[src/rtl/serial_pkg.sv]
// Shared definitions for the serial TX/RX blocks: state encoding, parity modes
// and frame-size helpers.
package serial_pkg;

    typedef enum logic [2:0] {
        ST_IDLE,
        ST_START,
        ST_DATA,
        ST_PARITY,
        ST_STOP
    } state_t;

    localparam int PAR_NONE = 0;
    localparam int PAR_EVEN = 1;
    localparam int PAR_ODD  = 2;

    function automatic int char_bits(input int parity, input int stop_bits);
        return 10 + ((parity != PAR_NONE) ? 1 : 0) + (stop_bits - 1);
    endfunction

    function automatic int frame_bits(input int num_bytes, input int parity, input int stop_bits);
        return num_bytes * char_bits(parity, stop_bits);
    endfunction

endpackage

[src/rtl/serial_bit_timer.sv]
// Bit-period timer: tick marks the last cycle of every CLK_PER_BIT-cycle bit
// period while run is high; the count is held at zero whenever run is low.
module serial_bit_timer #(
    parameter int CLK_PER_BIT = 50
) (
    input  logic clk,
    input  logic rst_n,
    input  logic run,
    output logic tick
);

    localparam int CNT_W = $clog2(CLK_PER_BIT);

    logic [CNT_W-1:0] count;

    assign tick = run && (count == CNT_W'(CLK_PER_BIT - 1));

    always_ff @(posedge clk or negedge rst_n) begin
        if (!rst_n) begin
            count <= '0;
        end else if (!run || tick) begin
            count <= '0;
        end else begin
            count <= count + 1'b1;
        end
    end

endmodule

[src/rtl/serial_tx_frame.sv]
// Multi-byte UART transmitter: sends NUM_BYTES characters back to back, byte 0
// first, LSB first, with optional parity and one or two stop bits.
module serial_tx_frame
    import serial_pkg::*;
#(
    parameter int CLK_PER_BIT = 50,
    parameter int NUM_BYTES   = 6,
    parameter int PARITY      = 0,
    parameter int STOP_BITS   = 1,
    localparam int IDX_W      = (NUM_BYTES > 1) ? $clog2(NUM_BYTES) : 1
) (
    input  logic                   clk,
    input  logic                   rst_n,
    input  logic [8*NUM_BYTES-1:0] data,
    input  logic                   new_data,
    input  logic                   block,
    output logic                   tx,
    output logic                   busy,
    output logic                   done,
    output logic [IDX_W-1:0]       byte_idx
);

    if (CLK_PER_BIT < 2 || NUM_BYTES < 1 || NUM_BYTES > 16 ||
        (PARITY != PAR_NONE && PARITY != PAR_EVEN && PARITY != PAR_ODD) ||
        (STOP_BITS != 1 && STOP_BITS != 2)) begin : g_bad_param
        $fatal(1, "serial_tx_frame: illegal parameter value");
    end

    state_t                 state, state_n;
    logic [2:0]             bit_cnt, bit_cnt_n;
    logic [IDX_W-1:0]       idx, idx_n;
    logic [8*NUM_BYTES-1:0] frame, frame_n;
    logic [7:0]             cur_byte;
    logic                   block_q, tick, run, done_n, tx_n;

    assign run      = (state != ST_IDLE);
    assign byte_idx = idx;

    serial_bit_timer #(.CLK_PER_BIT(CLK_PER_BIT)) u_timer (
        .clk   (clk),
        .rst_n (rst_n),
        .run   (run),
        .tick  (tick)
    );

    always_comb begin
        state_n   = state;
        bit_cnt_n = bit_cnt;
        idx_n     = idx;
        frame_n   = frame;
        done_n    = 1'b0;
        case (state)
            ST_IDLE: begin
                if (!block_q && new_data) begin
                    state_n   = ST_START;
                    frame_n   = data;
                    bit_cnt_n = '0;
                    idx_n     = '0;
                end
            end
            ST_START: begin
                if (tick) begin
                    state_n   = ST_DATA;
                    bit_cnt_n = '0;
                end
            end
            ST_DATA: begin
                if (tick) begin
                    if (bit_cnt == 3'd7) begin
                        state_n   = (PARITY != PAR_NONE) ? ST_PARITY : ST_STOP;
                        bit_cnt_n = '0;
                    end else begin
                        bit_cnt_n = bit_cnt + 3'd1;
                    end
                end
            end
            ST_PARITY: begin
                if (tick) begin
                    state_n   = ST_STOP;
                    bit_cnt_n = '0;
                end
            end
            ST_STOP: begin
                if (tick) begin
                    if (bit_cnt == 3'(STOP_BITS - 1)) begin
                        bit_cnt_n = '0;
                        if (idx == IDX_W'(NUM_BYTES - 1)) begin
                            state_n = ST_IDLE;
                            idx_n   = '0;
                            done_n  = 1'b1;
                        end else begin
                            state_n = ST_START;
                            idx_n   = idx + 1'b1;
                        end
                    end else begin
                        bit_cnt_n = bit_cnt + 3'd1;
                    end
                end
            end
            default: begin
                state_n   = ST_IDLE;
                bit_cnt_n = '0;
                idx_n     = '0;
            end
        endcase
    end

    // The line level is registered from the next-state values so tx changes
    // on the same edge as the state it belongs to.
    always_comb begin
        cur_byte = '0;
        for (int k = 0; k < NUM_BYTES; k++) begin
            if (idx_n == IDX_W'(k)) begin
                cur_byte = frame_n[8*k +: 8];
            end
        end
        case (state_n)
            ST_START:  tx_n = 1'b0;
            ST_DATA:   tx_n = cur_byte[bit_cnt_n];
            ST_PARITY: tx_n = (PARITY == PAR_ODD) ? ~(^cur_byte) : ^cur_byte;
            default:   tx_n = 1'b1;
        endcase
    end

    always_ff @(posedge clk or negedge rst_n) begin
        if (!rst_n) begin
            state   <= ST_IDLE;
            bit_cnt <= '0;
            idx     <= '0;
            frame   <= '0;
            block_q <= 1'b0;
            tx      <= 1'b1;
            busy    <= 1'b0;
            done    <= 1'b0;
        end else begin
            state   <= state_n;
            bit_cnt <= bit_cnt_n;
            idx     <= idx_n;
            frame   <= frame_n;
            block_q <= block;
            tx      <= tx_n;
            busy    <= (state_n != ST_IDLE) || block;
            done    <= done_n;
        end
    end

endmodule

[config.mk]
export PLATFORM = sky130hd
export DESIGN_NAME = serial_tx_frame
export DESIGN_NICKNAME = d
export VERILOG_FILES = /design/src/rtl/serial_pkg.sv /design/src/rtl/serial_bit_timer.sv /design/src/rtl/serial_tx_frame.sv
export SDC_FILE = /design/constraint.sdc
export NUM_CORES = 1
export LEC_CHECK = 0
export ABC_CLOCK_PERIOD_IN_PS = 6870
export BUFFER_PORTS_ARGS = -buffer_cell sky130_fd_sc_hd__buf_2
export CAP_MARGIN = 30
export CORE_MARGIN = 3
export CORE_UTILIZATION = 50
export DETAILED_ROUTE_END_ITERATION = 16
export PLACE_DENSITY = 0.76
export SLEW_MARGIN = 20
export SYNTH_ARGS = -nofsm -noshare
export SYNTH_HDL_FRONTEND = slang
export SYNTH_SLANG_ARGS = --single-unit
[constraint.sdc]
create_clock -name clk -period 6.87 [get_ports clk]
set_clock_uncertainty 0.05 [all_clocks]
set_input_delay 1.0305 -clock clk [delete_from_list [all_inputs] [get_ports clk]]
set_output_delay 1.0305 -clock clk [all_outputs]
set_load 0.02 [all_outputs]
==> metrics.yaml <==
outcome: "complete, no violations"
syn_area_um2: 3560
die_x_um: 90.3
pwr_density_cell_nw_per_um2: 282
slowest_stage: "nor2_8"
crit_type: "primary input to flip-flop"
min_period_over_period_pct: 56.0
cts_tree: "built"
synth_top_family_by_area: "simple AND/OR/NAND/NOR gates"
synth_nets: 415
cp_top_family: "simple AND/OR/NAND/NOR gates"
syn-instance-count: 358
cts_resized: 0
cts_inserted_buffers: 9
seq_power_share_pct: 44.5
yosysWarnings: 0
drive_gt1_share_pct: 23.7
hp-start: "frame[21]"
hold_class: "flip-flop to flip-flop"
viasPerCell: 5.36
period_minus_slack_ns: 3.85
crit_start: "new_data"
yosys.area.top_type: "dfrtp_1"
path_cells: "buf_2 -> or4b_4 -> nor2_8 -> mux2_1 -> mux2i_1 -> nor3_1 -> a311oi_1 -> nor2b_1 -> a211oi_1 -> a211o_1 -> a221o_1"
final.setup.tns_ns: 0
maxCapViolations: 0
synth.distinct_cells: 59
antenna_left: 0
rsz0062_at_grt: "false"
port_buffers: 57
fillers: 610
grt_pass1_vias: 2689
firstDrtPassIters: 4
slew_violations: 0
initial_utilization_pct: 52.1
synth-compound-area-share_pct: 10.3
critPathLaunchType: "primary input"
rows: 30
critPathMaxStageDelay_ns: 0.59
grt_pass1_wl_um: 12600
place_congestion: 0.877
overflow: 0
syn2layout_area_growth_pct: 15.8
synth_ff_type: "dfrtp_1"
critPathCaptureType: "flip-flop"
synth_edf_count: 0
synth_common_cells: "nand2_1, dfrtp_1, mux2i_1"
ctsHoldBuffers: 0
synth-seq-cells: 67
p_leak_nw: 2.07
avgSynthCellArea_um2: 9.93
clk_latency_ns: 0.35
synthAdderAreaFrac_pct: 1.76
synth_xor_xnor_area_share_pct: 2.46
power.total_mw: 1.16
grt_max_degree: 68
synthMuxAreaShare_pct: 13.9
async_flop_share_pct: 100
tightest_slew_ns: 0.856
ctsHtreeMaxLevel: 3
cts_buffer_depth: 2
internal_power_uw: 833
hpwlAfterDp_um: 5160
critPathRequiredTime_ns: 7.10
critPathMaxFanout: 49
gr-usage-all-layers_pct: 19.5
synth_top_cell_area_share_pct: 46.4
comb_power_share_pct: 21.0
post_cts_buffers: 0
routed_wl_um: 7580
core-area_um2: 6830
yosys.area_share.simple_pct: 19.4
wl_per_cell_um: 14.8
synth_most_common_cell: "nand2_1"
reg2reg_from: "state[0]"
fp.dieH_um: 90.3
clock-root-buffer: "clkbuf_8"
vdd_drop_max_v: 0.000147
hold_viol_final: 0
nets: 469
clkSinkCount: 67
critical_path_arrival_ns: 4.08
switching_share_pct: 28.2
antenna_found_initial: 0
die-area_um2: 8160
vias: 2749
fmax_mhz: 260
drc_errors: 0
ys_seq_area_share_pct: 47.2
drtIter0Drc: 182
setup_viol: 0
path_buf_inv: 1
slew_headroom_pct: 42.9
clkPwrFrac_pct: 34.5
insertedDiodeCount: 0
synthTopCellsByArea: "dfrtp_1, nand2_1, mux2i_1"
power_switching_uw: 328
pin_count: 58
clk_pin_slew_ns: 0.07
kinds of logic after synthesis:
group / after synthesis
compound gates: 51
mux: 47
xor+xnor: 10
simple gates: 146
buf+inv: 32
fa+ha+maj: 5
flops: 67
layout by cell type, fill, tap and decap left out, types with 8 or more instances in the layout:
cell type	instances
buf_2	58
clkbuf_8	9
inv_1	13
mux2_2	13
nor2_1	21
a21oi_1	10
mux2i_1	27
o21ai_0	8
nand2_1	85
dfrtp_1	66
nor3_1	8
worst reg2reg max path: stages, from the launching register on:
cell	delay [ns]
dfrtp_1	0.51
or4b_4	0.64
nor2_8	0.59
mux2_1	0.41
mux2i_1	0.16
nor3_1	0.06
a311oi_1	0.38
nor2b_1	0.18
a211oi_1	0.06
a211o_1	0.29
a221o_1	0.35
state kept, by name, summed over array words and instances, names as in the netlist:
| register | cells |
|---|---|
| busy | 1 |
| frame | 48 |
| bit_cnt | 3 |
| done | 1 |
| state | 3 |
| tx | 1 |
| block_q | 1 |
| u_timer.count | 6 |
| byte_idx | 3 |
layout make-up:
cell class                      instances  area [um^2]  share of cell area, %
Multi-Input combinational cell        259         1700                   41.3
Sequential cell                        67         1680                   40.7
Tap cell                               96          120                   2.92
Timing Repair Buffer                   62          328                   7.96
Clock inverter                          6          114                   2.76
Clock buffer                           10          128                   3.10
Inverter                               13         48.8                   1.18
layer usage:
layer  vias up  routed length, um  share of wire, %  track usage [%]
li1       1336                  -                 -                -
met3        20                488               6.4             4.67
met4         0                183               2.4             7.65
met1      1303               3420                45             25.6
met5         -                  0                 0                0
met2        90               3480                46             31.4
worst paths after layout:
kind,slack [ns],depth (start not counted),endpoint
setup / recovery,3.02,11,tx
hold / removal,0.42,2,frame[21]
setup reg to reg,3.14,10,tx
hold reg to reg,0.42,2,frame[21]
max in group asynchronous,5.38,2,frame[46]
min in group asynchronous,0.81,2,u_timer.count[3]
power by group through the flow:
stage / sequential (mW) / combinational [mW] / clock (mW)
after floorplan: 0.512 / 0.187 / 0
after global placement: 0.519 / 0.233 / 0
after detailed placement: 0.524 / 0.244 / 0
after CTS: 0.517 / 0.247 / 0.406
after global routing: 0.526 / 0.279 / 0.421
final: 0.517 / 0.244 / 0.401
metrics by stage:
stage               hold WS, ns  cells  setup slack [ns]  util [%]  instance area [um^2]
floorplan                 0.390    358              3.28         -                  3560
global placement          0.404    495              2.70      56.5                  3860
detailed placement        0.407    497              2.65      56.8                  3880
CTS                       0.425    513              3.01      60.3                  4120
global route              0.438    513              2.83      60.3                  4120
finish                    0.422    513              3.02      60.3                  4120
(Power assumes the default switching activity.)
